File: src/rtl/seven_segment_scan_if.sv
// Bus between the timer datapath and the seven-segment scan controller.
// Master drives the digit word and controls; slave returns the pin-level outputs.
interface seven_segment_scan_if #(
    parameter int NUM_DIGITS = 4
);
    logic                      enable;
    logic                      load;
    logic [4*NUM_DIGITS-1:0]   digits_in;
    logic [NUM_DIGITS-1:0]     dp_in;
    logic [6:0]                seg_out;
    logic                      dp_out;
    logic [NUM_DIGITS-1:0]     an_out;
    logic [2:0]                scan_idx;

    modport master (
        output enable, load, digits_in, dp_in,
        input  seg_out, dp_out, an_out, scan_idx
    );

    modport slave (
        input  enable, load, digits_in, dp_in,
        output seg_out, dp_out, an_out, scan_idx
    );
endinterface

File: src/rtl/seven_segment_scan_controller.sv
// Time-multiplexed seven-segment driver: shadows a packed hex word, scans one
// digit per prescaler period, decodes hex, blanks leading zeros and applies
// output polarity. All pin outputs are registered so anode and segment
// changes always land on the same clock edge.
module seven_segment_scan_controller #(
    parameter int NUM_DIGITS    = 4,
    parameter int DIV           = 50000,
    parameter bit ACTIVE_LOW    = 1'b1,
    parameter bit BLANK_LEADING = 1'b1
) (
    input  logic               clk,
    input  logic               reset,
    seven_segment_scan_if.slave bus
);

    localparam int                    PW        = (DIV > 1) ? $clog2(DIV) : 1;
    localparam logic [PW-1:0]         PRESC_MAX = PW'(DIV - 1);
    localparam logic [2:0]            IDX_MAX   = 3'(NUM_DIGITS - 1);
    localparam logic [6:0]            SEG_OFF   = ACTIVE_LOW ? 7'b1111111 : 7'b0000000;
    localparam logic                  DP_OFF    = ACTIVE_LOW;
    localparam logic [NUM_DIGITS-1:0] AN_OFF    = ACTIVE_LOW ? {NUM_DIGITS{1'b1}}
                                                             : {NUM_DIGITS{1'b0}};

    // Hex nibble to active-high segment pattern, bit 6 = a ... bit 0 = g.
    function automatic logic [6:0] hex_to_seg(input logic [3:0] nib);
        logic [6:0] seg;
        case (nib)
            4'h0:    seg = 7'b1111110;
            4'h1:    seg = 7'b0110000;
            4'h2:    seg = 7'b1101101;
            4'h3:    seg = 7'b1111001;
            4'h4:    seg = 7'b0110011;
            4'h5:    seg = 7'b1011011;
            4'h6:    seg = 7'b1011111;
            4'h7:    seg = 7'b1110000;
            4'h8:    seg = 7'b1111111;
            4'h9:    seg = 7'b1111011;
            4'hA:    seg = 7'b1110111;
            4'hB:    seg = 7'b0011111;
            4'hC:    seg = 7'b1001110;
            4'hD:    seg = 7'b0111101;
            4'hE:    seg = 7'b1001111;
            4'hF:    seg = 7'b1000111;
            default: seg = 7'b0000000;
        endcase
        return seg;
    endfunction

    logic [PW-1:0]           presc_q, presc_d;
    logic [2:0]              idx_q, idx_d;
    logic [4*NUM_DIGITS-1:0] digits_q, digits_d;
    logic [NUM_DIGITS-1:0]   dpsh_q, dpsh_d;
    logic [6:0]              seg_q, seg_d;
    logic                    dp_out_q, dp_out_d;
    logic [NUM_DIGITS-1:0]   an_q, an_d;
    logic [2:0]              scan_idx_q, scan_idx_d;

    logic [3:0]              nib_s;
    logic                    dp_sel_s;
    logic                    blank_s;
    logic                    upper_zero_s;
    logic [NUM_DIGITS-1:0]   an_act_s;
    logic [6:0]              seg_act_s;
    logic                    dp_act_s;

    // Prescaler and digit index advance; both freeze while scanning is disabled.
    always_comb begin
        presc_d = presc_q;
        idx_d   = idx_q;
        if (bus.enable) begin
            if (presc_q == PRESC_MAX) begin
                presc_d = {PW{1'b0}};
                idx_d   = (idx_q == IDX_MAX) ? 3'd0 : idx_q + 3'd1;
            end else begin
                presc_d = presc_q + PW'(1);
            end
        end else begin
            presc_d = presc_q;
            idx_d   = idx_q;
        end
    end

    // Shadow capture of the digit word and decimal points on load.
    always_comb begin
        if (bus.load) begin
            digits_d = bus.digits_in;
            dpsh_d   = bus.dp_in;
        end else begin
            digits_d = digits_q;
            dpsh_d   = dpsh_q;
        end
    end

    // Select the active digit and decide blanking, scanning from the top digit
    // down so upper_zero_s tracks "this digit and all above it are zero".
    always_comb begin
        nib_s        = 4'd0;
        dp_sel_s     = 1'b0;
        blank_s      = 1'b0;
        upper_zero_s = 1'b1;
        an_act_s     = {NUM_DIGITS{1'b0}};
        for (int k = NUM_DIGITS - 1; k >= 0; k--) begin
            upper_zero_s = upper_zero_s & (digits_q[4*k +: 4] == 4'd0);
            an_act_s[k]  = (idx_q == 3'(k));
            nib_s        = nib_s | ({4{an_act_s[k]}} & digits_q[4*k +: 4]);
            dp_sel_s     = dp_sel_s | (an_act_s[k] & dpsh_q[k]);
            blank_s      = blank_s | (an_act_s[k] & BLANK_LEADING & (k != 0) & upper_zero_s);
        end
    end

    // Next pin values: dark when disabled, polarity applied last.
    always_comb begin
        if (bus.enable) begin
            seg_act_s = blank_s ? 7'b0000000 : hex_to_seg(nib_s);
            dp_act_s  = dp_sel_s;
            an_d      = an_act_s ^ AN_OFF;
        end else begin
            seg_act_s = 7'b0000000;
            dp_act_s  = 1'b0;
            an_d      = AN_OFF;
        end
        seg_d      = seg_act_s ^ SEG_OFF;
        dp_out_d   = dp_act_s ^ DP_OFF;
        scan_idx_d = idx_q;
    end

    // Scan state and shadow registers.
    always_ff @(posedge clk or posedge reset) begin
        if (reset) begin
            presc_q  <= {PW{1'b0}};
            idx_q    <= 3'd0;
            digits_q <= {(4*NUM_DIGITS){1'b0}};
            dpsh_q   <= {NUM_DIGITS{1'b0}};
        end else begin
            presc_q  <= presc_d;
            idx_q    <= idx_d;
            digits_q <= digits_d;
            dpsh_q   <= dpsh_d;
        end
    end

    // Registered pin outputs; reset forces every output to its inactive level.
    always_ff @(posedge clk or posedge reset) begin
        if (reset) begin
            seg_q      <= SEG_OFF;
            dp_out_q   <= DP_OFF;
            an_q       <= AN_OFF;
            scan_idx_q <= 3'd0;
        end else begin
            seg_q      <= seg_d;
            dp_out_q   <= dp_out_d;
            an_q       <= an_d;
            scan_idx_q <= scan_idx_d;
        end
    end

    assign bus.seg_out  = seg_q;
    assign bus.dp_out   = dp_out_q;
    assign bus.an_out   = an_q;
    assign bus.scan_idx = scan_idx_q;

endmodule

File: src/flat_wrapper.sv
// flat-port wrapper written by rule: the top's interface ports become plain ports
module seven_segment_scan_controller_flat 
#(
    parameter int NUM_DIGITS    = 4,
    parameter int DIV           = 50000,
    parameter bit ACTIVE_LOW    = 1'b1,
    parameter bit BLANK_LEADING = 1'b1
)
  (clk, reset, bus_enable, bus_load, bus_digits_in, bus_dp_in, bus_seg_out, bus_dp_out, bus_an_out, bus_scan_idx);
  seven_segment_scan_if #(.NUM_DIGITS(NUM_DIGITS)) bus_i ();
  input  logic clk;
  input  logic reset;
  input wire logic [$bits(bus_i.enable)-1:0] bus_enable;
  input wire logic [$bits(bus_i.load)-1:0] bus_load;
  input wire logic [$bits(bus_i.digits_in)-1:0] bus_digits_in;
  input wire logic [$bits(bus_i.dp_in)-1:0] bus_dp_in;
  output wire logic [$bits(bus_i.seg_out)-1:0] bus_seg_out;
  output wire logic [$bits(bus_i.dp_out)-1:0] bus_dp_out;
  output wire logic [$bits(bus_i.an_out)-1:0] bus_an_out;
  output wire logic [$bits(bus_i.scan_idx)-1:0] bus_scan_idx;
  assign bus_i.enable = bus_enable;
  assign bus_i.load = bus_load;
  assign bus_i.digits_in = bus_digits_in;
  assign bus_i.dp_in = bus_dp_in;
  assign bus_seg_out = bus_i.seg_out;
  assign bus_dp_out = bus_i.dp_out;
  assign bus_an_out = bus_i.an_out;
  assign bus_scan_idx = bus_i.scan_idx;
  seven_segment_scan_controller #(.NUM_DIGITS(NUM_DIGITS), .DIV(DIV), .ACTIVE_LOW(ACTIVE_LOW), .BLANK_LEADING(BLANK_LEADING)) u_core (.clk(clk), .reset(reset), .bus(bus_i));
endmodule
File: config.mk
export PLATFORM = sky130hd
export DESIGN_NAME = seven_segment_scan_controller_flat
export DESIGN_NICKNAME = d
export VERILOG_FILES = /design/src/rtl/seven_segment_scan_if.sv /design/src/rtl/seven_segment_scan_controller.sv /design/src/flat_wrapper.sv
export SDC_FILE = /design/constraint.sdc
export NUM_CORES = 1
export LEC_CHECK = 0
export CAP_MARGIN = 20
export CORE_AREA = 8 8 83 85
export DETAILED_ROUTE_END_ITERATION = 10
export DIE_AREA = 0 0 91 93
export GPL_TIMING_DRIVEN = 0
export PLACE_DENSITY = 0.74
export SYNTH_ARGS = -nofsm -noshare
export SYNTH_HDL_FRONTEND = slang
export SYNTH_SLANG_ARGS = --single-unit
File: constraint.sdc
create_clock -name clk -period 2.5 [get_ports clk]
set_clock_uncertainty 0.2 [all_clocks]
set_input_delay 0.5 -clock clk [delete_from_list [all_inputs] [get_ports clk]]
set_output_delay 0.5 -clock clk [all_outputs]
set_load 0.02 [all_outputs]
==> results.cfg <==
[status]
status = complete, no violations

[timing]
fmax_ghz = 0.4265
worst_slack_ns = 0.1555
tightest_slew_ns = 0.5433
post-route-min-period_ns = 2.345
setup_viol = 0
hold_viol = 0
relSlewSlack_pct = 63.73
min_period_over_period_pct = 93.78
tns_ns = 0
slew_violations = 0

[floorplanning]
rows = 28
start_util_pct = 46.56
ios = 39
coreArea_mm2 = 0.005675
fp.dieH_um = 93
die-area_mm2 = 0.008463
die_w_um = 91

[place]
dp_hpwl_um = 3906
dp.cells = 329
io_buffers = 36
pre_cts_slack_ns = -0.1841
place.gp.congestion = 0.8410

[global_route]
grt_pass1_vias = 1875
overflow = 0
antenna_found_initial = 0
grtUsageTotal_pct = 12.89
grt_pass1_wl_um = 8873
grt_max_degree = 30

[detailed_routing]
drc = 0
routed_wl_um = 5167
route.vias.total = 1859
wl_per_cell_um = 15.20
drt_iter0_markers = 79
antenna_left = 0
first_pass_iters = 4
vias_per_cell = 5.468

[logic_synthesis]
synth_cell_type_count = 47
synth_nets = 252
yosys_most_used_dff = dfrtp_1
yosys-top-cells-area = dfrtp_1 40%, dfstp_2 12%, mux2_2 8.5%, ha_1 5.2%, mux2i_1 2.7%
syn_area_mm2 = 0.002643
synth_largest_area_cell = dfrtp_1
synthCells = 217
syn_avg_cell_area_um2 = 12.18
synth-seq-cells = 54
synth.most_common_cell = dfrtp_1
ys_warn_count = 0
ys_seq_area_share_pct = 51.70
synth_top_area_share_pct = 39.77
async_flop_share_pct = 100.0
ys_top_cells_by_count = 42 x dfrtp_1, 20 x mux2_2, 16 x nand2_1
synth_edf_count = 0

[worst_setup_path]
end_kind = register
worstSetupPathType = register to register
worstPathArrival_ns = 2.36
critPathRequiredTime_ns = 2.52
crit_path_start_kind = register
critPathMaxFanout = 8

[cells_and_area]
post_route_cells_drive_above_1_share_pct = 24.91
multi_input_area_mm2 = 0.001200
area_growth_pct = 23.48
antenna_cells = 0
nets = 299
fin_cells = 340
seqCellArea_mm2 = 0.001368
fillCellCount = 499

[clock_network]
clock_path_buffers = 2
cts_made_buffers = 5
insertion_delay_ns = 0.30
htree_levels = 2
tritoncts = built
clockRootBuffer = clkbuf_8
clock-sinks = 54
clk_pin_slew_worst_paths_ns = 0.09

[power]
power.density_mw_per_mm2 = 592.2
irDropWorstVdd_v = 0.0004306
leakagePower_nw = 1.317

[worst_hold_path]
hp-class = register to register

[flow_run]
cap_violations = 0
## critical path, cell delays in order (launching register included)
cell	delay, ns
dfrtp_2	0.43
inv_2	0.06
ha_1	0.20
buf_6	0.13
a22oi_1	0.26
a21oi_2	0.12
buf_4	0.17
ha_1	0.25
a221oi_1	0.29
o211ai_1	0.14
## cell families (layout without fill, tap and decap cells)
logic type               count (synthesis)  after routing  share of synthesized area, %
multiplexers                            27             27                         11.17
buffers and inverters                   15             63                         3.030
XOR/XNOR                                12             12                         3.977
flip-flops                              54             54                         51.70
AO/OA/AOI/OAI                           43             43                         13.16
adder cells (fa/ha/maj)                 11             11                         5.208
AND/OR/NAND/NOR                         55             55                         11.74
## sequential cells by signal, summed over array words and instances, names as in the netlist
name                 cells
u_core.digits_q         16
u_core.presc_q          16
u_core.bus.seg_out       7
u_core.bus.an_out        4
u_core.dpsh_q            4
u_core.bus.scan_idx      3
u_core.idx_q             3
u_core.bus.dp_out        1
## report_power, final
group	internal, mW	leakage (nW)	switching (mW)
sequential	0.967	0.625	0.0921
combinational	0.150	0.634	0.134
clock	0.326	0.0585	0.262
total	1.44	1.32	0.488
## per-stage QoR
stage / power (mW) / instance area (µm²) / hold slack (ns) / util [%]
4_1_cts: 1.952 / 3252 / 0.2716 / 57.30
3_5_place_dp: 1.360 / 3117 / 0.2519 / 54.92
2_1_floorplan: 1.251 / 2643 / 0.2009 / -
3_3_place_gp: 1.345 / 3097 / 0.2275 / 54.56
5_1_grt: 2.034 / 3263 / 0.2756 / 57.50
6_report: 1.932 / 3263 / 0.2738 / 57.50
## cell usage in the layout, fill, tap and decap left out, types with 2 or more instances in the layout
cell type / count
dfrtp_1: 41
nand4_1: 4
nor4_1: 4
a22oi_1: 8
nor4_2: 2
clkbuf_8: 6
buf_4: 4
o21ai_4: 2
o21ai_1: 3
clkdlybuf4s50_1: 36
ha_1: 11
xnor2_1: 8
dfstp_2: 12
a21oi_1: 6
buf_6: 2
o221ai_1: 2
nor3_1: 5
o21ai_0: 2
and3_1: 2
mux2i_1: 7
and4_1: 3
buf_2: 3
inv_1: 2
clkbuf_1: 3
xor2_1: 4
nand2b_1: 2
a22o_2: 2
nand3_1: 3
nor2_1: 6
nand2_1: 16
mux2_2: 20
inv_2: 4
a2111oi_0: 2
a21oi_2: 2
o211ai_1: 3
a22o_1: 3
or3_1: 3
## final cells by class
class / instances / share of cell area, %
inverters: 6 / 0.6902
plain buffers: 9 / 1.840
clock buffers: 7 / 2.646
multi-input cells: 148 / 36.77
repair buffers: 40 / 12.35
clock inverters: 1 / 0.9202
well taps: 75 / 2.876
flip-flops and latches: 54 / 41.91
## path summary, 6_finish.rpt
| check | startpoint | endpoint | slack [ns] | cells past startpoint |
|---|---|---|---|---|
| min | u_core.idx_q[0] | u_core.bus.scan_idx[0] | 0.27 | 0 |
| max in group asynchronous | reset | u_core.bus.seg_out[1] | 1.13 | 3 |
| min reg2reg | u_core.idx_q[0] | u_core.bus.scan_idx[0] | 0.27 | 0 |
| max reg2reg | u_core.idx_q[0] | u_core.bus.seg_out[3] | 0.16 | 9 |
| min in group asynchronous | reset | u_core.digits_q[6] | 0.36 | 2 |
| max | u_core.idx_q[0] | u_core.bus.seg_out[3] | 0.16 | 9 |
## repair_timing
action	in CTS	in global routing
resized for setup	1	5
hold buffers	0	0
setup endpoints to repair	2	3
setup buffers	2	1
pin swaps	2	1
## metal layers
metal | vias to the layer above | share of wire, % | wire length (µm) | GRT usage (%)
met4 | 0 | 1.1 | 57 | 5.321
li1 | 898 | - | - | -
met2 | 40 | 49 | 2510 | 20.98
met1 | 917 | 46 | 2381 | 15.99
met3 | 4 | 4.2 | 218 | 3.365
met5 | - | 0 | 0 | 0
No activity file was read; power rests on OpenSTA's default activity.
